$ cat src/rtl/fir_ctrl_sequencer.sv
// FIR front-end controller: sample strobe prescaler, sample-aligned coefficient
// reload sequencer and fixed-latency output capture.
module fir_ctrl_sequencer #(
  parameter int unsigned DIV     = 20,
  parameter int unsigned NUM_TAP = 33,
  parameter int unsigned COEF_W  = 10,
  parameter int unsigned ADDR_W  = 6,
  parameter int unsigned OUT_LAT = 2
) (
  input  logic              iClk_12MHz,
  input  logic              iRst,
  input  logic              iEnable,
  input  logic              iCoefUpdReq,
  input  logic [COEF_W-1:0] iCoefData,
  output logic [ADDR_W-1:0] oCoefRdAddr,
  output logic              oCoefWrEn,
  output logic [ADDR_W-1:0] oCoefWrAddr,
  output logic [COEF_W-1:0] oCoefWrData,
  output logic              oCoefUpdBusy,
  output logic              oCoefUpdDone,
  output logic              oEnSample_600kHz,
  input  logic [15:0]       iFirOut,
  output logic [15:0]       oFirOut,
  output logic              oFirOutValid
);

  localparam int unsigned CNT_W = $clog2(DIV);

  typedef enum logic [1:0] {
    IDLE     = 2'd0,
    WAIT_GAP = 2'd1,
    LOAD     = 2'd2,
    DONE     = 2'd3
  } state_t;

  state_t              state_q, state_d;
  logic [CNT_W-1:0]    cnt_q, cnt_d;
  logic [ADDR_W:0]     tap_q, tap_d;
  logic                gap_hit_q, gap_hit_d;
  logic                strobe_q, strobe_d;
  logic [OUT_LAT-1:0]  lat_q, lat_d;
  logic [15:0]         fir_q, fir_d;
  logic                wr_en_q, wr_en_d;
  logic [ADDR_W-1:0]   wr_addr_q, wr_addr_d;

  logic                raw_strobe;
  logic                rd_active;

  always_comb begin
    raw_strobe = iEnable && (cnt_q == CNT_W'(DIV - 1));
    if (!iEnable || raw_strobe) begin
      cnt_d = '0;
    end else begin
      cnt_d = cnt_q + CNT_W'(1);
    end
  end

  // gap_hit marks a strobe raised while already waiting, so a request that
  // coincides with a strobe in IDLE waits for the following one.
  always_comb begin
    state_d   = state_q;
    tap_d     = '0;
    gap_hit_d = 1'b0;
    case (state_q)
      IDLE: begin
        if (iCoefUpdReq) begin
          state_d = iEnable ? WAIT_GAP : LOAD;
        end
      end
      WAIT_GAP: begin
        gap_hit_d = raw_strobe;
        if (!iEnable || gap_hit_q) begin
          state_d = LOAD;
        end
      end
      LOAD: begin
        if (tap_q == (ADDR_W+1)'(NUM_TAP)) begin
          state_d = DONE;
        end else begin
          tap_d = tap_q + (ADDR_W+1)'(1);
        end
      end
      DONE: begin
        state_d = IDLE;
      end
      default: begin
        state_d = IDLE;
      end
    endcase
  end

  always_comb begin
    rd_active   = (state_q == LOAD) && (tap_q < (ADDR_W+1)'(NUM_TAP));
    oCoefRdAddr = rd_active ? tap_q[ADDR_W-1:0] : '0;
    wr_en_d     = rd_active;
    wr_addr_d   = rd_active ? tap_q[ADDR_W-1:0] : '0;
  end

  // Mask against the state the strobe will be presented in, keeping the
  // output fully registered.
  always_comb begin
    strobe_d = raw_strobe && !((state_d == LOAD) || (state_d == DONE));
    lat_d    = '0;
    lat_d[0] = strobe_q;
    for (int unsigned i = 1; i < OUT_LAT; i++) begin
      lat_d[i] = lat_q[i-1];
    end
    fir_d = lat_d[OUT_LAT-1] ? iFirOut : fir_q;
  end

  always_ff @(posedge iClk_12MHz or posedge iRst) begin
    if (iRst) begin
      state_q   <= IDLE;
      cnt_q     <= '0;
      tap_q     <= '0;
      gap_hit_q <= 1'b0;
      strobe_q  <= 1'b0;
      lat_q     <= '0;
      fir_q     <= '0;
      wr_en_q   <= 1'b0;
      wr_addr_q <= '0;
    end else begin
      state_q   <= state_d;
      cnt_q     <= cnt_d;
      tap_q     <= tap_d;
      gap_hit_q <= gap_hit_d;
      strobe_q  <= strobe_d;
      lat_q     <= lat_d;
      fir_q     <= fir_d;
      wr_en_q   <= wr_en_d;
      wr_addr_q <= wr_addr_d;
    end
  end

  always_comb begin
    oCoefWrEn        = wr_en_q;
    oCoefWrAddr      = wr_addr_q;
    oCoefWrData      = wr_en_q ? iCoefData : '0;
    oCoefUpdBusy     = (state_q != IDLE);
    oCoefUpdDone     = (state_q == DONE);
    oEnSample_600kHz = strobe_q;
    oFirOut          = fir_q;
    oFirOutValid     = lat_q[OUT_LAT-1];
  end

endmodule

$ cat config.mk
export PLATFORM = sky130hd
export DESIGN_NAME = fir_ctrl_sequencer
export DESIGN_NICKNAME = d
export VERILOG_FILES = /design/src/rtl/fir_ctrl_sequencer.sv
export SDC_FILE = /design/constraint.sdc
export NUM_CORES = 1
export LEC_CHECK = 0
export ABC_AREA = 1
export ABC_CLOCK_PERIOD_IN_PS = 3400
export CORE_ASPECT_RATIO = 1.25
export CORE_MARGIN = 3
export CORE_UTILIZATION = 50
export DETAILED_ROUTE_END_ITERATION = 6
export DONT_BUFFER_PORTS = 1
export GPL_TIMING_DRIVEN = 0
export SYNTH_ARGS = -nofsm -noshare
export SYNTH_HDL_FRONTEND = slang
export SYNTH_SLANG_ARGS = --single-unit
$ cat constraint.sdc
create_clock -name iClk_12MHz -period 3.4 [get_ports iClk_12MHz]
set_input_delay 1.02 -clock iClk_12MHz [delete_from_list [all_inputs] [get_ports iClk_12MHz]]
set_output_delay 1.02 -clock iClk_12MHz [all_outputs]
set_load 0.005 [all_outputs]
# Word level (Yosys, flattened, before mapping)
# Index checks and enable logic that the tools add are counted.
[word_totals]
ff_bits = 41
latchBits = 0
ramBits = 0
rom_bits = 0
output_inout_bits = 43
n_memories = 0
[classes]
n_addsub = 2
n_mul = 0
n_div = 0
n_lt_le_gt_ge = 1
eq_ne = 7
n_shift = 0
n_mux = 11
bitwise_logic = 0
reduce_logical = 10
[ops]
columns = ["op", "n"]
rows = [
  ["two-way mux 7 bit", 2],
  ["two-way mux 10 bit", 1],
  ["equality test 2 bit (second input constant)", 4],
  ["two-way mux 2 bit", 4],
  ["one-hot mux 2 bit (4 select lines)", 1],
  ["adder 7 x 1 -> 7 bit (second input constant)", 1],
  ["equality test 7 x 6 -> 1 bit (second input constant)", 1],
  ["< comparator 7 x 6 -> 1 bit (second input constant)", 1],
  ["two-way mux 6 bit", 1],
  ["adder 5 x 1 -> 5 bit (second input constant)", 1],
  ["equality test 5 bit (second input constant)", 1],
  ["two-way mux 5 bit", 1],
  ["logical AND 1 bit", 3],
  ["logical OR 1 bit", 3],
  ["equality test 2 x 1 -> 1 bit (second input constant)", 1],
  ["zero test 1 bit", 2],
  ["zero test 2 bit", 1],
  ["nonzero test 2 bit", 1],
  ["two-way mux 1 bit", 1],
]

# Longest topological paths before layout
[depth]
word_depth = 8
depth_mapped = 7

# Worst setup path before layout
# No wires, ideal clock.
[synth_path]
kind = "input port to output port"
start = "in iCoefData[0]"
end = "out oCoefWrData[0]"
t_arrival_ps = 1122
setup_slack_ps = 1258
cell_stages = 2
path_buffers = 0
path_cell_list = "nand2_1 -> inv_1"
[synth_between]
elab_chain_len = 1
[synth_lines]
columns = ["element", "line", "rtl"]
rows = [
  ["from (decl)", "14", "input logic [COEF_W-1:0] iCoefData,"],
  ["two-way mux 10 bit", "138", "oCoefWrData = wr_en_q ? iCoefData : '0;"],
  ["to (decl)", "18", "output logic [COEF_W-1:0] oCoefWrData,"],
]
# No other way between the ends.

# Worst setup path after layout
[layout_path]
start = "reg tap_q[4]"
end = "out oCoefRdAddr[1]"
[layout_between]
elab_chain_len = 3
[layout_lines]
columns = ["element", "line", "rtl"]
rows = [
  ["from (decl)", "38", "logic [ADDR_W:0] tap_q, tap_d;"],
  ["from (signal assigned)", "125", "tap_q <= tap_d;"],
  ["< comparator 7 x 6 -> 1 bit", "93", "rd_active = (state_q == LOAD) && (tap_q < (ADDR_W+1)'(NUM_TAP));"],
  ["logical AND 1 bit", "93", ""],
  ["two-way mux 6 bit", "94", "oCoefRdAddr = rd_active ? tap_q[ADDR_W-1:0] : '0;"],
  ["to (decl)", "15", "output logic [ADDR_W-1:0] oCoefRdAddr,"],
]
# No other way between the ends.

==> flow_metrics.env <==
export IMPL_wl_per_cell_um=13.82
export IMPL_avgSynthCellArea_um2=10.56
export IMPL_critPathRequiredTime_ps=2380
export IMPL_fmax_mhz=412.7
export IMPL_ys_warn_count=0
export IMPL_period_needed_ps=2423
export IMPL_syn_area_um2=1753
export IMPL_io_buffer_count=0
export IMPL_drtIter0Drc=30
export IMPL_drive_above_1_share_pct=22.99
export IMPL_cap_violations=0
export IMPL_grt_first_pass_wirelength_um=4436
export IMPL_power_density_nw_per_um2=571.0
export IMPL_p_clk_share_pct=29.5
export IMPL_hold_viol=0
export IMPL_cts_tree="done"
export IMPL_antenna_found_initial=0
export IMPL_wl_um=2915
export IMPL_status="finished, final reports clean"
export IMPL_fin_crit_sh_pct=71.26
export IMPL_yosys_area_share_xor_xnor_pct=1.999
export IMPL_crit_type="flop to output port"
export IMPL_grt_max_degree=42
export IMPL_p_sw_share_pct=32.31
export IMPL_core_area_um2=3281
export IMPL_cts_resized_gates=0
export IMPL_p_comb_share_pct=19.0
export IMPL_leakagePower_uw=0.001003
export IMPL_worst_slew_pin_slew_ps=809.9
export IMPL_seqPwrFrac_pct=51.5
export IMPL_worst_path_max_fanout=6
export IMPL_critPathMostFrequentCell="nor2_2"
export IMPL_synth_compound_area_share_pct=2.141
export IMPL_clk_latency_ps=290
export IMPL_ir_drop_mv=0.4472
export IMPL_drc=0
export IMPL_yosys_mux_area_fraction_pct=10.28
export IMPL_hold_buffers=0
export IMPL_slowest_stage="dfrtp_1"
export IMPL_fin_skew_ps=7.133
export IMPL_cp_num_buf_inv=0
export IMPL_ys_types=24
export IMPL_ctsLongestPathBuffers=2
export IMPL_gp_congestion=0.7809
export IMPL_rsz0062_at_grt="no"
export IMPL_syn_nets=199
export IMPL_endpoint_kind="output port"
export IMPL_vias=1072
export IMPL_slew_headroom_pct=45.93
export IMPL_cp_arrival_ps=1400
export IMPL_grt_pass1_vias=1063
export IMPL_grt_overflow=0
export IMPL_netlist_instances=166
export IMPL_track_usage_pct=13.89
export IMPL_cts_sinks=41
export IMPL_setup_viol=0
export IMPL_first_pass_iters=4
export IMPL_hp_class="flop to flop"
export IMPL_dp_hpwl_um=2263
export IMPL_nets=206
export IMPL_rows=23
export IMPL_cts_root_buffer="clkbuf_8"
export IMPL_seq_area_frac_synth_pct=58.53
export IMPL_viasPerCell=5.081
export IMPL_cts_buffers_inserted=5
export IMPL_power_uw=1081
export IMPL_worstPathCellList="nor2_2 -> nand3_1 -> nand2_1 -> nand2_4 -> nor2_2"
export IMPL_setup_tns_ps=0
export IMPL_die_x_um=58.96
export IMPL_fp_dieH_um=72.20
export IMPL_startpoint_type="flop"
export IMPL_start_util_pct=53.43
export IMPL_synth_top_family_by_area="simple AND/OR/NAND/NOR gates"
export IMPL_post_cts_setup_buffer_count=0
export IMPL_die_area_um2=4257
export IMPL_synth_simple_area_share_pct=17.63
export IMPL_cp_slowest_stage_delay_ps=470
export IMPL_io_pins=73
export IMPL_synthAdderAreaFrac_pct=2.141
export IMPL_report_final_slew_viol_count=0
export IMPL_synth_seq_cells=41
export IMPL_switchingPower_uw=349.2
export IMPL_ant_nets=0
export IMPL_diodes=0
export IMPL_clk_pin_slew_worst_paths_ps=80
export IMPL_crit_family="simple AND/OR/NAND/NOR gates"
export IMPL_p_int_uw=731.7
export IMPL_ctsHtreeMaxLevel=2
export IMPL_syn2layout_area_growth_pct=7.995
## flip-flops by register name, indices dropped and copies added (netlist names), named ones only
signal / flops
oEnSample_600kHz: 1
gap_hit_q: 1
oCoefWrEn: 1
tap_q: 7
oFirOut: 16
oCoefWrAddr: 6
state_q: 1
cnt_q: 5
lat_q: 2
## per-stage QoR
step / cells / instance area (µm²) / setup WS [ps] / utilization (%) / hold slack [ps]
global route: 211 / 1893 / 865.5 / 57.70 / 412.3
CTS: 211 / 1893 / 966.9 / 57.70 / 395.9
finish: 211 / 1893 / 977.1 / 57.70 / 393.0
global placement: 203 / 1799 / 1059 / 54.84 / 379.6
floorplan: 166 / 1753 / 1258 / - / 374.5
detailed placement: 203 / 1799 / 1231 / 54.84 / 383.2
## layout by cell type (no fill, tap or decap), types with 2 or more instances in the layout
cell / instances
a21oi_1: 3
inv_1: 24
nand3_1: 8
xnor2_1: 2
buf_6: 2
inv_2: 3
nor2_1: 14
mux2_2: 16
o21ai_0: 2
nand4_1: 2
nor2_2: 7
dfrtp_1: 41
nor2_4: 2
ha_1: 3
nand2_1: 27
clkbuf_8: 5
xor2_1: 2
## routing by layer
metal	track usage [%]	vias up	share of wire (%)
li1	-	525	-
met1	14.47	492	37
met2	24.08	48	52
met3	4.626	7	9.3
met4	7.557	0	2.0
met5	0	-	0
## Yosys cell counts
cell type	instances	area, µm²
nand2_2	1	6.260
dfrtp_1	41	1026
or2_0	1	6.260
o21ai_0	2	10.01
nor3b_1	1	7.510
mux2_2	16	180.2
inv_1	25	93.84
nand3_1	8	40.04
nor2_4	2	22.52
nor3_1	1	5.000
xnor2_1	2	17.52
inv_2	2	7.510
nor2_2	7	43.79
a21oi_1	3	15.01
xor2_1	2	17.52
o21ai_1	1	5.000
ha_1	3	37.54
nor2_1	14	52.55
nand2_4	1	11.26
clkbuf_1	1	3.750
a21boi_0	1	7.510
nand4_1	2	12.51
buf_6	2	22.52
nand2_1	27	101.4
## layout make-up
cell class | count | area, µm²
Clock inverter | 3 | 25.02
Sequential cell | 41 | 1026
Clock buffer | 5 | 68.82
Multi-Input combinational cell | 95 | 599.3
Fill cell | 302 | 1388
Buffer | 3 | 26.28
Tap cell | 37 | 46.29
Inverter | 27 | 101.3
## power groups by stage
stage	clock network [µW]	registers [µW]	logic, µW
2_1_floorplan	0	560	177
3_3_place_gp	0	566	207
3_5_place_dp	0	567	210
4_1_cts	333	557	210
5_1_grt	345	562	238
6_report	319	556	206
## kinds of logic after synthesis
kind of cell,Yosys count
fa+ha+maj,3
buf+inv,30
simple gates,65
flops,41
xor+xnor,4
mux,16
compound gates,7
## final timing paths
path                                    start                       end  slack (ps)  cells after the start
setup reg to reg           tap_q[4]$_DFF_PP0_  oCoefWrAddr[1]$_DFF_PP0_        2210                      5
min in group asynchronous                iRst   oFirOut[12]$_DFFE_PP0P_         760                      1
hold reg to reg            lat_q[0]$_DFF_PP0_        lat_q[1]$_DFF_PP0_         390                      0
max in group asynchronous                iRst        tap_q[2]$_DFF_PP0_        2130                      1
setup / recovery           tap_q[4]$_DFF_PP0_            oCoefRdAddr[1]         980                      5
hold / removal             lat_q[0]$_DFF_PP0_        lat_q[1]$_DFF_PP0_         390                      0
(Power assumes the default switching activity.)
